--- config.mk ---
export PLATFORM = sky130hd
export DESIGN_NAME = snitch_acc_offload_flat
export DESIGN_NICKNAME = d
export VERILOG_FILES = /design/src/rtl/snitch_acc_offload_if.sv /design/src/rtl/snitch_acc_offload.sv /design/src/flat_wrapper.sv
export SDC_FILE = /design/constraint.sdc
export NUM_CORES = 1
export LEC_CHECK = 0
export CAP_MARGIN = 15
export CORE_AREA = 2 2 164 166
export CTS_CLUSTER_DIAMETER = 150
export CTS_CLUSTER_SIZE = 20
export DETAILED_ROUTE_END_ITERATION = 16
export DIE_AREA = 0 0 166 168
export GPL_ROUTABILITY_DRIVEN = 0
export GPL_TIMING_DRIVEN = 0
export HOLD_SLACK_MARGIN = 0.08
export PLACE_DENSITY = 0.87
export REMOVE_ABC_BUFFERS = 1
export SLEW_MARGIN = 20
export SYNTH_ARGS = -nofsm -noshare
export SYNTH_HDL_FRONTEND = slang
export SYNTH_SLANG_ARGS = --single-unit
--- constraint.sdc ---
create_clock -name clk_i -period 17 [get_ports clk_i]
set_input_delay 3.4 -clock clk_i [delete_from_list [all_inputs] [get_ports clk_i]]
set_output_delay 3.4 -clock clk_i [all_outputs]
set_load 0.1 [all_outputs]
--- src/rtl/snitch_acc_offload_if.sv ---
// Bundle of core-request, accelerator-request/response, writeback and status
// signals around the accelerator offload unit.
interface snitch_acc_offload_if #(
  parameter int unsigned DataWidth = 32,
  parameter int unsigned IdWidth   = 5
) ();
  logic                 core_valid_i;
  logic                 core_ready_o;
  logic [31:0]          core_op_i;
  logic [DataWidth-1:0] core_rs1_i;
  logic [DataWidth-1:0] core_rs2_i;
  logic [DataWidth-1:0] core_rs3_i;
  logic [4:0]           core_rd_i;

  logic [31:0]          acc_qaddr_o;
  logic [IdWidth-1:0]   acc_qid_o;
  logic [31:0]          acc_qdata_op_o;
  logic [DataWidth-1:0] acc_qdata_arga_o;
  logic [DataWidth-1:0] acc_qdata_argb_o;
  logic [DataWidth-1:0] acc_qdata_argc_o;
  logic                 acc_qvalid_o;
  logic                 acc_qready_i;

  logic [DataWidth-1:0] acc_pdata_i;
  logic [IdWidth-1:0]   acc_pid_i;
  logic                 acc_perror_i;
  logic                 acc_pvalid_i;
  logic                 acc_pready_o;

  logic                 wb_valid_o;
  logic                 wb_ready_i;
  logic [4:0]           wb_rd_o;
  logic [DataWidth-1:0] wb_data_o;
  logic                 wb_error_o;

  logic [31:0]          pending_rd_o;
  logic                 busy_o;
  logic                 spurious_o;

  modport master (
    input  core_valid_i, core_op_i, core_rs1_i, core_rs2_i, core_rs3_i, core_rd_i,
    input  acc_qready_i, acc_pdata_i, acc_pid_i, acc_perror_i, acc_pvalid_i, wb_ready_i,
    output core_ready_o, acc_qaddr_o, acc_qid_o, acc_qdata_op_o, acc_qdata_arga_o,
    output acc_qdata_argb_o, acc_qdata_argc_o, acc_qvalid_o, acc_pready_o,
    output wb_valid_o, wb_rd_o, wb_data_o, wb_error_o, pending_rd_o, busy_o, spurious_o
  );

  modport slave (
    output core_valid_i, core_op_i, core_rs1_i, core_rs2_i, core_rs3_i, core_rd_i,
    output acc_qready_i, acc_pdata_i, acc_pid_i, acc_perror_i, acc_pvalid_i, wb_ready_i,
    input  core_ready_o, acc_qaddr_o, acc_qid_o, acc_qdata_op_o, acc_qdata_arga_o,
    input  acc_qdata_argb_o, acc_qdata_argc_o, acc_qvalid_o, acc_pready_o,
    input  wb_valid_o, wb_rd_o, wb_data_o, wb_error_o, pending_rd_o, busy_o, spurious_o
  );
endinterface

--- src/rtl/snitch_acc_offload.sv ---
// Accelerator offload unit: issues core requests to an accelerator under ID slots,
// tracks destination registers and returns responses through a one-entry writeback stage.
module snitch_acc_offload #(
  parameter int unsigned DataWidth = 32,
  parameter int unsigned IdWidth   = 5,
  parameter int unsigned NumSlots  = 4,
  parameter logic [31:0] AccAddr   = 32'h0
) (
  input  logic                 clk_i,
  input  logic                 rst_i,
  snitch_acc_offload_if.master bus
);

  function automatic logic [IdWidth-1:0] lowest_free(input logic [NumSlots-1:0] busy);
    lowest_free = {IdWidth{1'b0}};
    for (int i = int'(NumSlots) - 1; i >= 0; i--) begin
      if (!busy[i]) lowest_free = IdWidth'(i);
    end
  endfunction

  logic [NumSlots-1:0]  slot_busy_r;
  logic [4:0]           slot_rd_r [NumSlots];
  logic                 q_valid_r;
  logic [IdWidth-1:0]   q_id_r;
  logic [31:0]          q_op_r;
  logic [DataWidth-1:0] q_arga_r;
  logic [DataWidth-1:0] q_argb_r;
  logic [DataWidth-1:0] q_argc_r;
  logic                 wb_valid_r;
  logic [4:0]           wb_rd_r;
  logic [DataWidth-1:0] wb_data_r;
  logic                 wb_error_r;
  logic                 spurious_r;

  logic [31:0]          pending_s;
  logic                 free_exists_s;
  logic [IdWidth-1:0]   alloc_id_s;
  logic                 core_ready_s;
  logic                 issue_s;
  logic                 resp_ready_s;
  logic                 resp_fire_s;
  logic                 resp_known_s;
  logic [4:0]           resp_rd_s;
  logic [NumSlots-1:0]  alloc_s;
  logic [NumSlots-1:0]  release_s;

  // Scoreboard, slot lookup and handshake qualifiers, all from registered state.
  always_comb begin
    pending_s     = 32'h0;
    resp_known_s  = 1'b0;
    resp_rd_s     = 5'd0;
    free_exists_s = ~&slot_busy_r;
    alloc_id_s    = lowest_free(slot_busy_r);
    core_ready_s  = (~q_valid_r | bus.acc_qready_i) & free_exists_s & ~pending_s[bus.core_rd_i];
    for (int i = 0; i < int'(NumSlots); i++) begin
      pending_s[slot_rd_r[i]] = pending_s[slot_rd_r[i]] |
                                (slot_busy_r[i] & (slot_rd_r[i] != 5'd0));
      resp_known_s = resp_known_s | (slot_busy_r[i] & (bus.acc_pid_i == IdWidth'(i)));
      resp_rd_s    = resp_rd_s | (slot_rd_r[i] & {5{bus.acc_pid_i == IdWidth'(i)}});
    end
    core_ready_s = (~q_valid_r | bus.acc_qready_i) & free_exists_s & ~pending_s[bus.core_rd_i];
    issue_s      = bus.core_valid_i & core_ready_s;
    resp_ready_s = ~wb_valid_r | bus.wb_ready_i;
    resp_fire_s  = bus.acc_pvalid_i & resp_ready_s;
    for (int i = 0; i < int'(NumSlots); i++) begin
      alloc_s[i]   = issue_s & (alloc_id_s == IdWidth'(i));
      release_s[i] = resp_fire_s & resp_known_s & (bus.acc_pid_i == IdWidth'(i));
    end
  end

  // Slot table: allocation only hits free slots and release only busy ones, so they never collide.
  always_ff @(posedge clk_i or posedge rst_i) begin
    if (rst_i) begin
      slot_busy_r <= {NumSlots{1'b0}};
      for (int i = 0; i < int'(NumSlots); i++) slot_rd_r[i] <= 5'd0;
    end else begin
      for (int i = 0; i < int'(NumSlots); i++) begin
        if (alloc_s[i]) begin
          slot_busy_r[i] <= 1'b1;
          slot_rd_r[i]   <= bus.core_rd_i;
        end else if (release_s[i]) begin
          slot_busy_r[i] <= 1'b0;
        end
      end
    end
  end

  // Request register: holds until the accelerator accepts it.
  always_ff @(posedge clk_i or posedge rst_i) begin
    if (rst_i) begin
      q_valid_r <= 1'b0;
      q_id_r    <= {IdWidth{1'b0}};
      q_op_r    <= 32'h0;
      q_arga_r  <= {DataWidth{1'b0}};
      q_argb_r  <= {DataWidth{1'b0}};
      q_argc_r  <= {DataWidth{1'b0}};
    end else if (issue_s) begin
      q_valid_r <= 1'b1;
      q_id_r    <= alloc_id_s;
      q_op_r    <= bus.core_op_i;
      q_arga_r  <= bus.core_rs1_i;
      q_argb_r  <= bus.core_rs2_i;
      q_argc_r  <= bus.core_rs3_i;
    end else if (bus.acc_qready_i) begin
      q_valid_r <= 1'b0;
    end
  end

  // Writeback register and spurious-response flag.
  always_ff @(posedge clk_i or posedge rst_i) begin
    if (rst_i) begin
      wb_valid_r <= 1'b0;
      wb_rd_r    <= 5'd0;
      wb_data_r  <= {DataWidth{1'b0}};
      wb_error_r <= 1'b0;
      spurious_r <= 1'b0;
    end else begin
      spurious_r <= resp_fire_s & ~resp_known_s;
      if (resp_fire_s && resp_known_s) begin
        wb_valid_r <= 1'b1;
        wb_rd_r    <= resp_rd_s;
        wb_data_r  <= bus.acc_pdata_i;
        wb_error_r <= bus.acc_perror_i;
      end else if (bus.wb_ready_i) begin
        wb_valid_r <= 1'b0;
      end
    end
  end

  assign bus.core_ready_o     = core_ready_s;
  assign bus.acc_qaddr_o      = AccAddr;
  assign bus.acc_qid_o        = q_id_r;
  assign bus.acc_qdata_op_o   = q_op_r;
  assign bus.acc_qdata_arga_o = q_arga_r;
  assign bus.acc_qdata_argb_o = q_argb_r;
  assign bus.acc_qdata_argc_o = q_argc_r;
  assign bus.acc_qvalid_o     = q_valid_r;
  assign bus.acc_pready_o     = resp_ready_s;
  assign bus.wb_valid_o       = wb_valid_r;
  assign bus.wb_rd_o          = wb_rd_r;
  assign bus.wb_data_o        = wb_data_r;
  assign bus.wb_error_o       = wb_error_r;
  assign bus.pending_rd_o     = pending_s;
  assign bus.busy_o           = |slot_busy_r;
  assign bus.spurious_o       = spurious_r;

endmodule

--- src/flat_wrapper.sv ---
// flat-port wrapper written by rule: the top's interface ports become plain ports
module snitch_acc_offload_flat 
#(
  parameter int unsigned DataWidth = 32,
  parameter int unsigned IdWidth   = 5,
  parameter int unsigned NumSlots  = 4,
  parameter logic [31:0] AccAddr   = 32'h0
)
  (clk_i, rst_i, bus_core_valid_i, bus_core_op_i, bus_core_rs1_i, bus_core_rs2_i, bus_core_rs3_i, bus_core_rd_i, bus_acc_qready_i, bus_acc_pdata_i, bus_acc_pid_i, bus_acc_perror_i, bus_acc_pvalid_i, bus_wb_ready_i, bus_core_ready_o, bus_acc_qaddr_o, bus_acc_qid_o, bus_acc_qdata_op_o, bus_acc_qdata_arga_o, bus_acc_qdata_argb_o, bus_acc_qdata_argc_o, bus_acc_qvalid_o, bus_acc_pready_o, bus_wb_valid_o, bus_wb_rd_o, bus_wb_data_o, bus_wb_error_o, bus_pending_rd_o, bus_busy_o, bus_spurious_o);
  snitch_acc_offload_if #(.DataWidth(DataWidth), .IdWidth(IdWidth)) bus_i ();
  input  logic clk_i;
  input  logic rst_i;
  input wire logic [$bits(bus_i.core_valid_i)-1:0] bus_core_valid_i;
  input wire logic [$bits(bus_i.core_op_i)-1:0] bus_core_op_i;
  input wire logic [$bits(bus_i.core_rs1_i)-1:0] bus_core_rs1_i;
  input wire logic [$bits(bus_i.core_rs2_i)-1:0] bus_core_rs2_i;
  input wire logic [$bits(bus_i.core_rs3_i)-1:0] bus_core_rs3_i;
  input wire logic [$bits(bus_i.core_rd_i)-1:0] bus_core_rd_i;
  input wire logic [$bits(bus_i.acc_qready_i)-1:0] bus_acc_qready_i;
  input wire logic [$bits(bus_i.acc_pdata_i)-1:0] bus_acc_pdata_i;
  input wire logic [$bits(bus_i.acc_pid_i)-1:0] bus_acc_pid_i;
  input wire logic [$bits(bus_i.acc_perror_i)-1:0] bus_acc_perror_i;
  input wire logic [$bits(bus_i.acc_pvalid_i)-1:0] bus_acc_pvalid_i;
  input wire logic [$bits(bus_i.wb_ready_i)-1:0] bus_wb_ready_i;
  output wire logic [$bits(bus_i.core_ready_o)-1:0] bus_core_ready_o;
  output wire logic [$bits(bus_i.acc_qaddr_o)-1:0] bus_acc_qaddr_o;
  output wire logic [$bits(bus_i.acc_qid_o)-1:0] bus_acc_qid_o;
  output wire logic [$bits(bus_i.acc_qdata_op_o)-1:0] bus_acc_qdata_op_o;
  output wire logic [$bits(bus_i.acc_qdata_arga_o)-1:0] bus_acc_qdata_arga_o;
  output wire logic [$bits(bus_i.acc_qdata_argb_o)-1:0] bus_acc_qdata_argb_o;
  output wire logic [$bits(bus_i.acc_qdata_argc_o)-1:0] bus_acc_qdata_argc_o;
  output wire logic [$bits(bus_i.acc_qvalid_o)-1:0] bus_acc_qvalid_o;
  output wire logic [$bits(bus_i.acc_pready_o)-1:0] bus_acc_pready_o;
  output wire logic [$bits(bus_i.wb_valid_o)-1:0] bus_wb_valid_o;
  output wire logic [$bits(bus_i.wb_rd_o)-1:0] bus_wb_rd_o;
  output wire logic [$bits(bus_i.wb_data_o)-1:0] bus_wb_data_o;
  output wire logic [$bits(bus_i.wb_error_o)-1:0] bus_wb_error_o;
  output wire logic [$bits(bus_i.pending_rd_o)-1:0] bus_pending_rd_o;
  output wire logic [$bits(bus_i.busy_o)-1:0] bus_busy_o;
  output wire logic [$bits(bus_i.spurious_o)-1:0] bus_spurious_o;
  assign bus_i.core_valid_i = bus_core_valid_i;
  assign bus_i.core_op_i = bus_core_op_i;
  assign bus_i.core_rs1_i = bus_core_rs1_i;
  assign bus_i.core_rs2_i = bus_core_rs2_i;
  assign bus_i.core_rs3_i = bus_core_rs3_i;
  assign bus_i.core_rd_i = bus_core_rd_i;
  assign bus_i.acc_qready_i = bus_acc_qready_i;
  assign bus_i.acc_pdata_i = bus_acc_pdata_i;
  assign bus_i.acc_pid_i = bus_acc_pid_i;
  assign bus_i.acc_perror_i = bus_acc_perror_i;
  assign bus_i.acc_pvalid_i = bus_acc_pvalid_i;
  assign bus_i.wb_ready_i = bus_wb_ready_i;
  assign bus_core_ready_o = bus_i.core_ready_o;
  assign bus_acc_qaddr_o = bus_i.acc_qaddr_o;
  assign bus_acc_qid_o = bus_i.acc_qid_o;
  assign bus_acc_qdata_op_o = bus_i.acc_qdata_op_o;
  assign bus_acc_qdata_arga_o = bus_i.acc_qdata_arga_o;
  assign bus_acc_qdata_argb_o = bus_i.acc_qdata_argb_o;
  assign bus_acc_qdata_argc_o = bus_i.acc_qdata_argc_o;
  assign bus_acc_qvalid_o = bus_i.acc_qvalid_o;
  assign bus_acc_pready_o = bus_i.acc_pready_o;
  assign bus_wb_valid_o = bus_i.wb_valid_o;
  assign bus_wb_rd_o = bus_i.wb_rd_o;
  assign bus_wb_data_o = bus_i.wb_data_o;
  assign bus_wb_error_o = bus_i.wb_error_o;
  assign bus_pending_rd_o = bus_i.pending_rd_o;
  assign bus_busy_o = bus_i.busy_o;
  assign bus_spurious_o = bus_i.spurious_o;
  snitch_acc_offload #(.DataWidth(DataWidth), .IdWidth(IdWidth), .NumSlots(NumSlots), .AccAddr(AccAddr)) u_core (.clk_i(clk_i), .rst_i(rst_i), .bus(bus_i));
endmodule
Word-level counts from Yosys, hierarchy flattened. Memories as Yosys holds them, arrays and structs flattened. Index checks and enable logic that the tools add are counted.

Bits in writable memories: 0. Memories: 1. Flip-flop bits (word level): 198. Bits in read-only memories: 32. Latch bits: 0. Output and inout port bits: 241.

Add/subtract/negate cells: 0. $mul: 0. Bitwise logic cells: 43. Reduce and logical (&&, ||, !) cells: 20. Order comparisons: 9. Equality and inequality tests: 6. Shift-type cells: 0. Div/mod/pow operators: 0. Mux-type cells: 36.

Memory list: (name not given) (words 32, bits a word 1, rd ports 1, clocked after memory_dff 0, write ports 0, line snitch_acc_offload.sv:56) `pending_s[slot_rd_r[i]] = pending_s[slot_rd_r[i]] |`.

Operator list (count): $bwmux 32 (3); $and 32x32->32 (1); $lt 5x6->1 const B (5); $and 1x1->1 (22); $mux 1 (21); $and 5x5->5 (4); $bmux 1 s5 (4); $demux 1 s5 (4); $eq 5x2->1 const B (4); $ge 5x1->1 const B (4); $reduce_bool 5->1 (4); $mux 5 (3); $or 5x5->5 (3); $reduce_bool 2->1 (6); $eq 5x1->1 const B (2); $logic_not 5->1 (2); $or 1x1->1 (9); $logic_and 1x1->1 (5); $not 1->1 (4); $reduce_and 4->1 (1); $reduce_or 4->1 (1); $mux 2 (1); $logic_not 1->1 (1).

Longest topological paths before layout.
Depth in word-level cells: 24. Mapped depth: 22. Gate-level depth less buffers: 16.

Least setup slack after synthesis. No wires, ideal clock.

Path type: reg2out. From: register u_core.slot_rd_r[10] (netlist bit). To: output bus_core_ready_o. Arrival time: 7.253 ns. Data required time: 13.600 ns. Buffers on the path: 4. Path slack: 6.347 ns. Stages on the path, launching flop included: 20. Path through: dfrtp_1 buf_2 or2_4 buf_2 o211ai_2 nor2_1 or4_4 nor4b_4 and3_1 buf_4 a211oi_1 or4_1 a22o_1 nor3_2 buf_4 a31oi_1 a311oi_1 a21oi_1 o22ai_2 nor3b_1.

Longest elaborated chain between the ends: 17. Elaborated cells on any way between the ends: 23. Classes of those cells: order compare (2); mux (13); bitwise (6); reduce/logical (2).

Ends and longest elaborated chain: start, declared (line snitch_acc_offload.sv:22) `logic [4:0] slot_rd_r [NumSlots];`; start signal, assigned by index (line snitch_acc_offload.sv:80) `slot_rd_r[i] <= bus.core_rd_i;`; $lt 5x6->1 (implied by the code) / $ge 5x1->1 (equally long branches) (line snitch_acc_offload.sv:56); $logic_and 1x1->1 (implied by the code) (line snitch_acc_offload.sv:56); $mux 1 (implied by the code) (line snitch_acc_offload.sv:56); $demux 1 s5; $bwmux 32 * (line snitch_acc_offload.sv:56); $bmux 1 s5 (line snitch_acc_offload.sv:56); $mux 1 (implied by the code) (line snitch_acc_offload.sv:56); $or 1x1->1 (line snitch_acc_offload.sv:56); (+2 left out); $mux 1 (implied by the code) (line snitch_acc_offload.sv:56); $or 1x1->1 (line snitch_acc_offload.sv:56); $bwmux 32 * (line snitch_acc_offload.sv:56); net bus_pending_rd_o[19] (line flat_wrapper.sv:38) `output wire logic [$bits(bus_i.pending_rd_o)-1:0] bus_pending_rd_o;`; $bmux 1 s5 * (line snitch_acc_offload.sv:61) `core_ready_s = (~q_valid_r | bus.acc_qready_i) & free_exists_s & ~pending_s[bus.core_rd_i];`; $mux 1 (implied by the code) * (line snitch_acc_offload.sv:61); $not 1->1 * (line snitch_acc_offload.sv:61); $and 1x1->1 * (line snitch_acc_offload.sv:61); end, declared (line flat_wrapper.sv:25) `output wire logic [$bits(bus_i.core_ready_o)-1:0] bus_core_ready_o;`.

The timed path passes the listed nets; every way through them passes the cells marked *. The select of a mux whose other input is x is not followed.

Worst setup path in the final report.
From: register u_core.slot_rd_r[13] (netlist bit). To: output bus_core_ready_o.

Longest elaborated chain between the ends: 17. Elaborated cells on any way between the ends: 23. Classes of those cells: order compare (2); mux (13); bitwise (6); reduce/logical (2).

Ends and longest elaborated chain (line): $lt 5x6->1 (implied by the code) / $ge 5x1->1 (equally long branches) (snitch_acc_offload.sv:56); $logic_and 1x1->1 (implied by the code) (snitch_acc_offload.sv:56); $mux 1 (implied by the code) (snitch_acc_offload.sv:56); $demux 1 s5; $bwmux 32 * (snitch_acc_offload.sv:56); $bmux 1 s5 (snitch_acc_offload.sv:56); $mux 1 (implied by the code) (snitch_acc_offload.sv:56); $or 1x1->1 (snitch_acc_offload.sv:56); $bwmux 32 * (snitch_acc_offload.sv:56); $bmux 1 s5 (snitch_acc_offload.sv:56); $mux 1 (implied by the code) (snitch_acc_offload.sv:56); $or 1x1->1 (snitch_acc_offload.sv:56); $bwmux 32 * (snitch_acc_offload.sv:56); $bmux 1 s5 * (snitch_acc_offload.sv:61); $mux 1 (implied by the code) * (snitch_acc_offload.sv:61); $not 1->1 * (snitch_acc_offload.sv:61); $and 1x1->1 * (snitch_acc_offload.sv:61).

Mark *: on every way between the ends. The rest lies on a longest branch, timed or not. The select of a mux whose other input is x is not followed.

==> flow_summary.toml <==
[finish]
final_area_um2 = 16500
area_growth_pct = 36.3
fillers = 2042
nNetsFinal = 1691
drive_gt1_frac = 0.163
final_cells = 1883

[detailed_routing]
viasPerCell = 6.16
ant_nets = 0
drt_drc_violations_left = 0
first_pass_iters = 10
wl_per_cell_um = 24.3
vias = 11600
drt_wl_total_um = 45700
drt_iter0_drc = 1871

[cts]
cts_sinks = 195
root_buffer = "clkbuf_16"
htree_levels = 4
cts_buffers = 17
clk_latency_ns = 0.44
hold_buffers = 0
cts.repair.resized = 0
cts_setup_buffers = 0
tritoncts = "done"
clk_pin_slew_ns = 0.07
cts_buffer_depth = 2

[sta]
slew_viol_final = 0
rsz0062_at_grt = "no"
finalHoldViolations = 0
setup_viol = 0
fmax_mhz = 85.0
fin_tns_setup_ns = 0
finalCritPeriodShare = 0.692
period_needed_ns = 11.77
setup_slack_ns = 5.23
slew_headroom = 0.220
worst_pin_slew_ns = 1.17
finalClockSkew_ns = 0.0197

[worst_setup_path]
reg2reg_to = "u_core.bus.acc_qdata_argc_o[18]"
cp-end-kind = "output pin"
start_kind = "flop"
setup.worst_path.start = "u_core.slot_rd_r[13]"
worstSetupEndpoint = "bus_core_ready_o"
rrSetupSlack_ns = 8.77
worstPathArrival_ns = 8.37
rr_worst_depth = 19
crit_required_ns = 13.60
crit_path_max_fanout = 16
slowest_delay_ns = 1.20
path_class = "reg2out"
crit_slowest_cell = "clkdlybuf4s50_1"
crit_chain = "or3_1 -> o21ai_2 -> o21a_1 -> and2_0 -> o221ai_1 -> nand4b_1 -> nor3_1 -> a2111oi_0 -> o32a_1 -> nor3_2 -> and2_1 -> o2111a_1 -> nor4_1 -> o22ai_2 -> nor3b_1 -> clkdlybuf4s50_1"
r2r_start = "u_core.slot_rd_r[13]"

[synthesis]
yosys_warnings = 0
ys_top_cells_by_count = "dfrtp_1 (195), nand2_1 (113), nor2_1 (101)"
ys_seq_elements = 195
ys.flop_type = "dfrtp_1"
ys_types = 98
yosysSeqAreaShare = 0.402
synthArstFlopShare = 1.00
synthesis.instances = 1187
synth.top_cell.area_share = 0.402
synth.area.top_cells = "dfrtp_1 (40%), mux2_4 (9.9%), mux2_2 (8.5%)"
avgSynthCellArea_um2 = 10.2
syn_area_um2 = 12100
synth_top_area_cell = "dfrtp_1"
synth_edf_count = 0
yosysMostFrequentCell = "dfrtp_1"

[place]
dp_hpwl_um = 34900
placed_cell_area_um2 = 15900
place_worst_setup_slack_ns = 6.07
dp.cells = 1836
io_buffer_count = 381

[hold_path]
hold_class = "reg2reg"

[grt]
globalRouteTotalUtil = 0.317
grt_antenna_before_repair = 20
grt_pass1_wl_um = 68300
overflow = 0
grt_pass1_vias = 11400
grt_max_degree = 81

[floorplanning]
core_area_um2 = 26400
row_count = 60
start_util = 0.460
die_width_um = 166
die_h_um = 168
dieArea_um2 = 27900
ios = 418

[flow_run]
cap_violations = 0

[outcome]
outcome = "complete, no violations"
==> per-layer routing <==
layer / vias to the layer above / GRT usage / routed length, µm
met4: 10 / 0.133 / 2130
met3: 195 / 0.132 / 5970
met5: - / 0 / 65
met1: 5574 / 0.368 / 16000
met2: 824 / 0.518 / 21600
li1: 5002 / - / -
==> per-stage QoR <==
stage           util  hold WS [ns]
2_1_floorplan      -         0.540
3_3_place_gp   0.596         0.467
3_5_place_dp   0.605         0.474
4_1_cts        0.626         0.489
5_1_grt        0.627         0.495
6_report       0.627         0.488
==> cell families (layout without fill, tap and decap cells) <==
kind of cell              count (synthesis)  in the layout  synth area share
xor gates and xnor gates                  8              8           0.00578
AOI/OAI and AO/OA                       267            267             0.155
muxes                                   190            190             0.201
buffers and inverters                   132            437            0.0684
DFF                                     195            195             0.402
and+or+nand+nor                         394            394             0.167
other                                     1             51          0.000309
==> layout by cell type (no fill, tap or decap), types with 8 or more instances in the layout <==
master           count
o21ai_0             32
o22ai_1              8
clkbuf_16           17
clkdlybuf4s50_1    378
mux2_4              80
a22oi_1             10
nor4_1               8
nor2_1             101
inv_1                8
nor2b_1             15
nand4_1              8
mux2_2              92
nand2_1            113
conb_1              36
buf_6                9
nand3_1             26
mux2i_1              8
a21oi_1             52
a22o_1               8
a31oi_1             25
nor3_1              28
a211oi_1            23
nand2b_1            14
dfrtp_1            195
and2_1              10
o311ai_0             8
a311oi_1             8
diode_2             15
and3_1               9
mux2_1               9
o211ai_1            15
==> sequential cells by signal, summed over array words and instances, names as in the netlist, 2 cells and up <==
signal,flops
u_core.bus.acc_qdata_argc_o,32
u_core.bus.acc_qdata_argb_o,32
u_core.slot_rd_r,20
u_core.bus.acc_qdata_op_o,32
u_core.bus.wb_data_o,32
u_core.bus.acc_qdata_arga_o,32
u_core.bus.acc_qid_o,2
u_core.bus.wb_rd_o,5
u_core.slot_busy_r,4
==> worst max-delay path, delay by kind of cell, from the launching register on <==
family                 cells  cell delay [ns]
AO/OA/AOI/OAI              7             2.20
buffers and inverters      1             1.20
flip-flops                 1             0.62
AND/OR/NAND/NOR            8             3.91
==> how the worst min path moves through the flow <==
stage                                       start                      end  cells after the start
after detailed placement  u_core.bus.acc_qid_o[0]  u_core.bus.acc_qid_o[0]                      1
after global routing      u_core.bus.acc_qid_o[0]  u_core.bus.acc_qid_o[0]                      1
after CTS                 u_core.bus.acc_qid_o[0]  u_core.bus.acc_qid_o[0]                      1
after global placement      u_core.bus.wb_rd_o[0]    u_core.bus.wb_rd_o[0]                      2
final                       u_core.bus.wb_rd_o[2]    u_core.bus.wb_rd_o[2]                      2
after floorplan             u_core.slot_busy_r[1]    u_core.slot_busy_r[1]                      2
==> final cells by class <==
class	instances	area, µm²	area share
timing repair buffer	396	4020	0.243
multi-input combinational	895	6550	0.397
tap	341	427	0.0258
clock inverter	15	141	0.00856
clock buffer	17	425	0.0257
sequential	195	4880	0.295
inverter	9	41.3	0.00250
antenna	15	37.5	0.00227
Power is left out: the tool's default activity adds up to more than one toggle a clock period on the data nets, which glitch-free logic cannot reach.
==> patch, RTL diff (same flow settings) <==
`IdWidth` is set to 5 in 3 places; all go to 7.
--- a/src/rtl/snitch_acc_offload_if.sv
+++ b/src/rtl/snitch_acc_offload_if.sv
@@ -2,7 +2,7 @@
 // signals around the accelerator offload unit.
 interface snitch_acc_offload_if #(
   parameter int unsigned DataWidth = 32,
-  parameter int unsigned IdWidth   = 5
+  parameter int unsigned IdWidth   = 7
 ) ();
   logic                 core_valid_i;
   logic                 core_ready_o;
--- a/src/rtl/snitch_acc_offload.sv
+++ b/src/rtl/snitch_acc_offload.sv
@@ -2,7 +2,7 @@
 // tracks destination registers and returns responses through a one-entry writeback stage.
 module snitch_acc_offload #(
   parameter int unsigned DataWidth = 32,
-  parameter int unsigned IdWidth   = 5,
+  parameter int unsigned IdWidth   = 7,
   parameter int unsigned NumSlots  = 4,
   parameter logic [31:0] AccAddr   = 32'h0
 ) (
--- a/src/flat_wrapper.sv
+++ b/src/flat_wrapper.sv
@@ -2,7 +2,7 @@
 module snitch_acc_offload_flat 
 #(
   parameter int unsigned DataWidth = 32,
-  parameter int unsigned IdWidth   = 5,
+  parameter int unsigned IdWidth   = 7,
   parameter int unsigned NumSlots  = 4,
   parameter logic [31:0] AccAddr   = 32'h0
 )
Interface: changed (resized bus_acc_pid_i and bus_acc_qid_o); port bits go from 418 to 422. The function was not compared with the original's and may differ.
==> patch against the original RTL <==
- cell area is 1.8% higher
- critical endpoint unchanged
- routed wire length is 6.7% higher
- synthesized area is 2.7% higher
- cell count is 2.3% higher
- die area stayed put
- worst setup slack better by 400 ps
- sequential share of layout area is 0.52 points lower
- highest routed layer unchanged
- sequential cell count stayed put
Power is left out: the tool's default activity adds up to more than one toggle a clock period on the data nets, which glitch-free logic cannot reach.
==> patch: results (changes against the original RTL) <==
- Vias in the first global route: 12340 (was 11440)
- Hold crit path type: register to register (unchanged)
- Drt pass-1 iters: 7 (was 10)
- Postcts setup bufs: 0 (unchanged)
- CTS Buf Count: 17 (unchanged)
- Grt met1 use: 39.77% (was 36.79%)
- Dpl cell area: 16200 um2 (was 15930 um2)
- Met3 Wirelength: 7139 um (was 5967 um)
- R2R setup slack: 8990 ps (was 8770 ps)
- Hold depth: 1 (was 2)
- Slowest-stage cell, CP: clkdlybuf4s50_1 (unchanged)
- Post_cts resized: 0 (unchanged)
- YS warnings: 0 (unchanged)
- Status: completed (unchanged)
- Detailed Place HPWL: 36210 um (was 34890 um)
- WL met2: 21760 um (was 21590 um)
- Hold Crit Endpoint: u_core.bus.acc_qdata_op_o[1] (was u_core.bus.wb_rd_o[2])
- Worst Hold Margin: 484.5 ps (was 488.1 ps)
- Fin nets: 1740 (was 1691)
- Initial DRC Count: 1915 (was 1871)
- Mux contribution to synthesized area: 17.99% (was 20.13%)
- Root Driver: clkbuf_16 (unchanged)
- Drt total wl: 48780 um (was 45700 um)
- CP delay by family, top: compound AO/OA/AOI/OAI gates (was simple AND/OR/NAND/NOR gates)
- Initial antenna violation count: 14 (was 20)
- Synth top cells by count: 195 x dfrtp_1, 109 x mux2_1, 104 x nand2_1 (was 195 x dfrtp_1, 113 x nand2_1, 101 x nor2_1)
- Ys async rst share: 100.0% (unchanged)
- Reg-to-Reg Start: u_core.slot_rd_r[10] (was u_core.slot_rd_r[13])
- Worst path max stage delay: 1180 ps (was 1200 ps)
- Xor-xnor portion of the synthesized cell area: 0.7736% (was 0.5778%)
- Avg Inst Size Synth: 9.947 um2 (was 10.22 um2)
- Ranking of synthesized cells by area: dfrtp_1 39%, mux2_1 9.9%, mux2_2 5.8% (was dfrtp_1 40%, mux2_4 9.9%, mux2_2 8.5%)
- Post-route non-filler standard cell count: 1926 (was 1883)
- HP Start: u_core.bus.acc_qdata_op_o[1] (was u_core.bus.wb_rd_o[2])
- CTS max path bufs: 2 (unchanged)
- # fillers: 2062 (was 2042)
- Grt met3 use: 14.88% (was 13.19%)
- Total track usage: 34.06% (was 31.68%)
- Largest net degree at the start of global routing: 101 (was 81)
- Ratio of cells with drive above 1 in the final layout: 10.81% (was 16.31%)
- GRT met2 Usage: 53.09% (was 51.85%)
- Seq/Total Area, Yosys: 39.18% (was 40.24%)
- Count of different cell masters after synthesis: 102 (was 98)
- Post-synthesis compound-gate area fraction: 18.66% (was 15.50%)
- Slew HR: 19.36% (was 21.99%)
- Worst-path maximum fanout: 22 (was 16)
- Dpl ws: 5862 ps (was 6073 ps)
- First-pass GRT wire length: 73780 um (was 68300 um)
- R2R Path End: u_core.bus.acc_qdata_arga_o[30] (was u_core.bus.acc_qdata_argc_o[18])
- IO Port Bufs: 383 (was 381)
- Via density: 6.390 (was 6.163)
- Worst Clk Skew: 20.03 ps (was 19.67 ps)
- Clock slew at reported path FFs: 90 ps (was 70 ps)
- Routed length on met1: 16810 um (was 15960 um)
## patch: final cells by class
type	count	area (um2)	share of cell area (%)
Inverter	12	52.55	0.3124
Multi-Input combinational cell	941	6852	40.73
Tap cell	341	426.7	2.536
Clock inverter	14	178.9	1.064
Clock buffer	17	425.4	2.529
Timing Repair Buffer	394	3976	23.64
Sequential cell	195	4880	29.01
Antenna cell	12	30.03	0.1785
## patch: worst max-delay path by stage
stage	slack, ps	end	cells past startpoint	start
2_1_floorplan	5930	u_core.bus.acc_qdata_argc_o[12]	13	u_core.slot_rd_r[10]
3_3_place_gp	1900	u_core.bus.acc_qdata_argc_o[18]	10	bus_core_rd_i[0]
3_5_place_dp	5860	bus_core_ready_o	11	bus_core_rd_i[1]
4_1_cts	5830	bus_core_ready_o	11	bus_core_rd_i[1]
5_1_grt	5380	bus_core_ready_o	15	u_core.slot_rd_r[10]
6_report	5630	bus_core_ready_o	15	u_core.slot_rd_r[10]
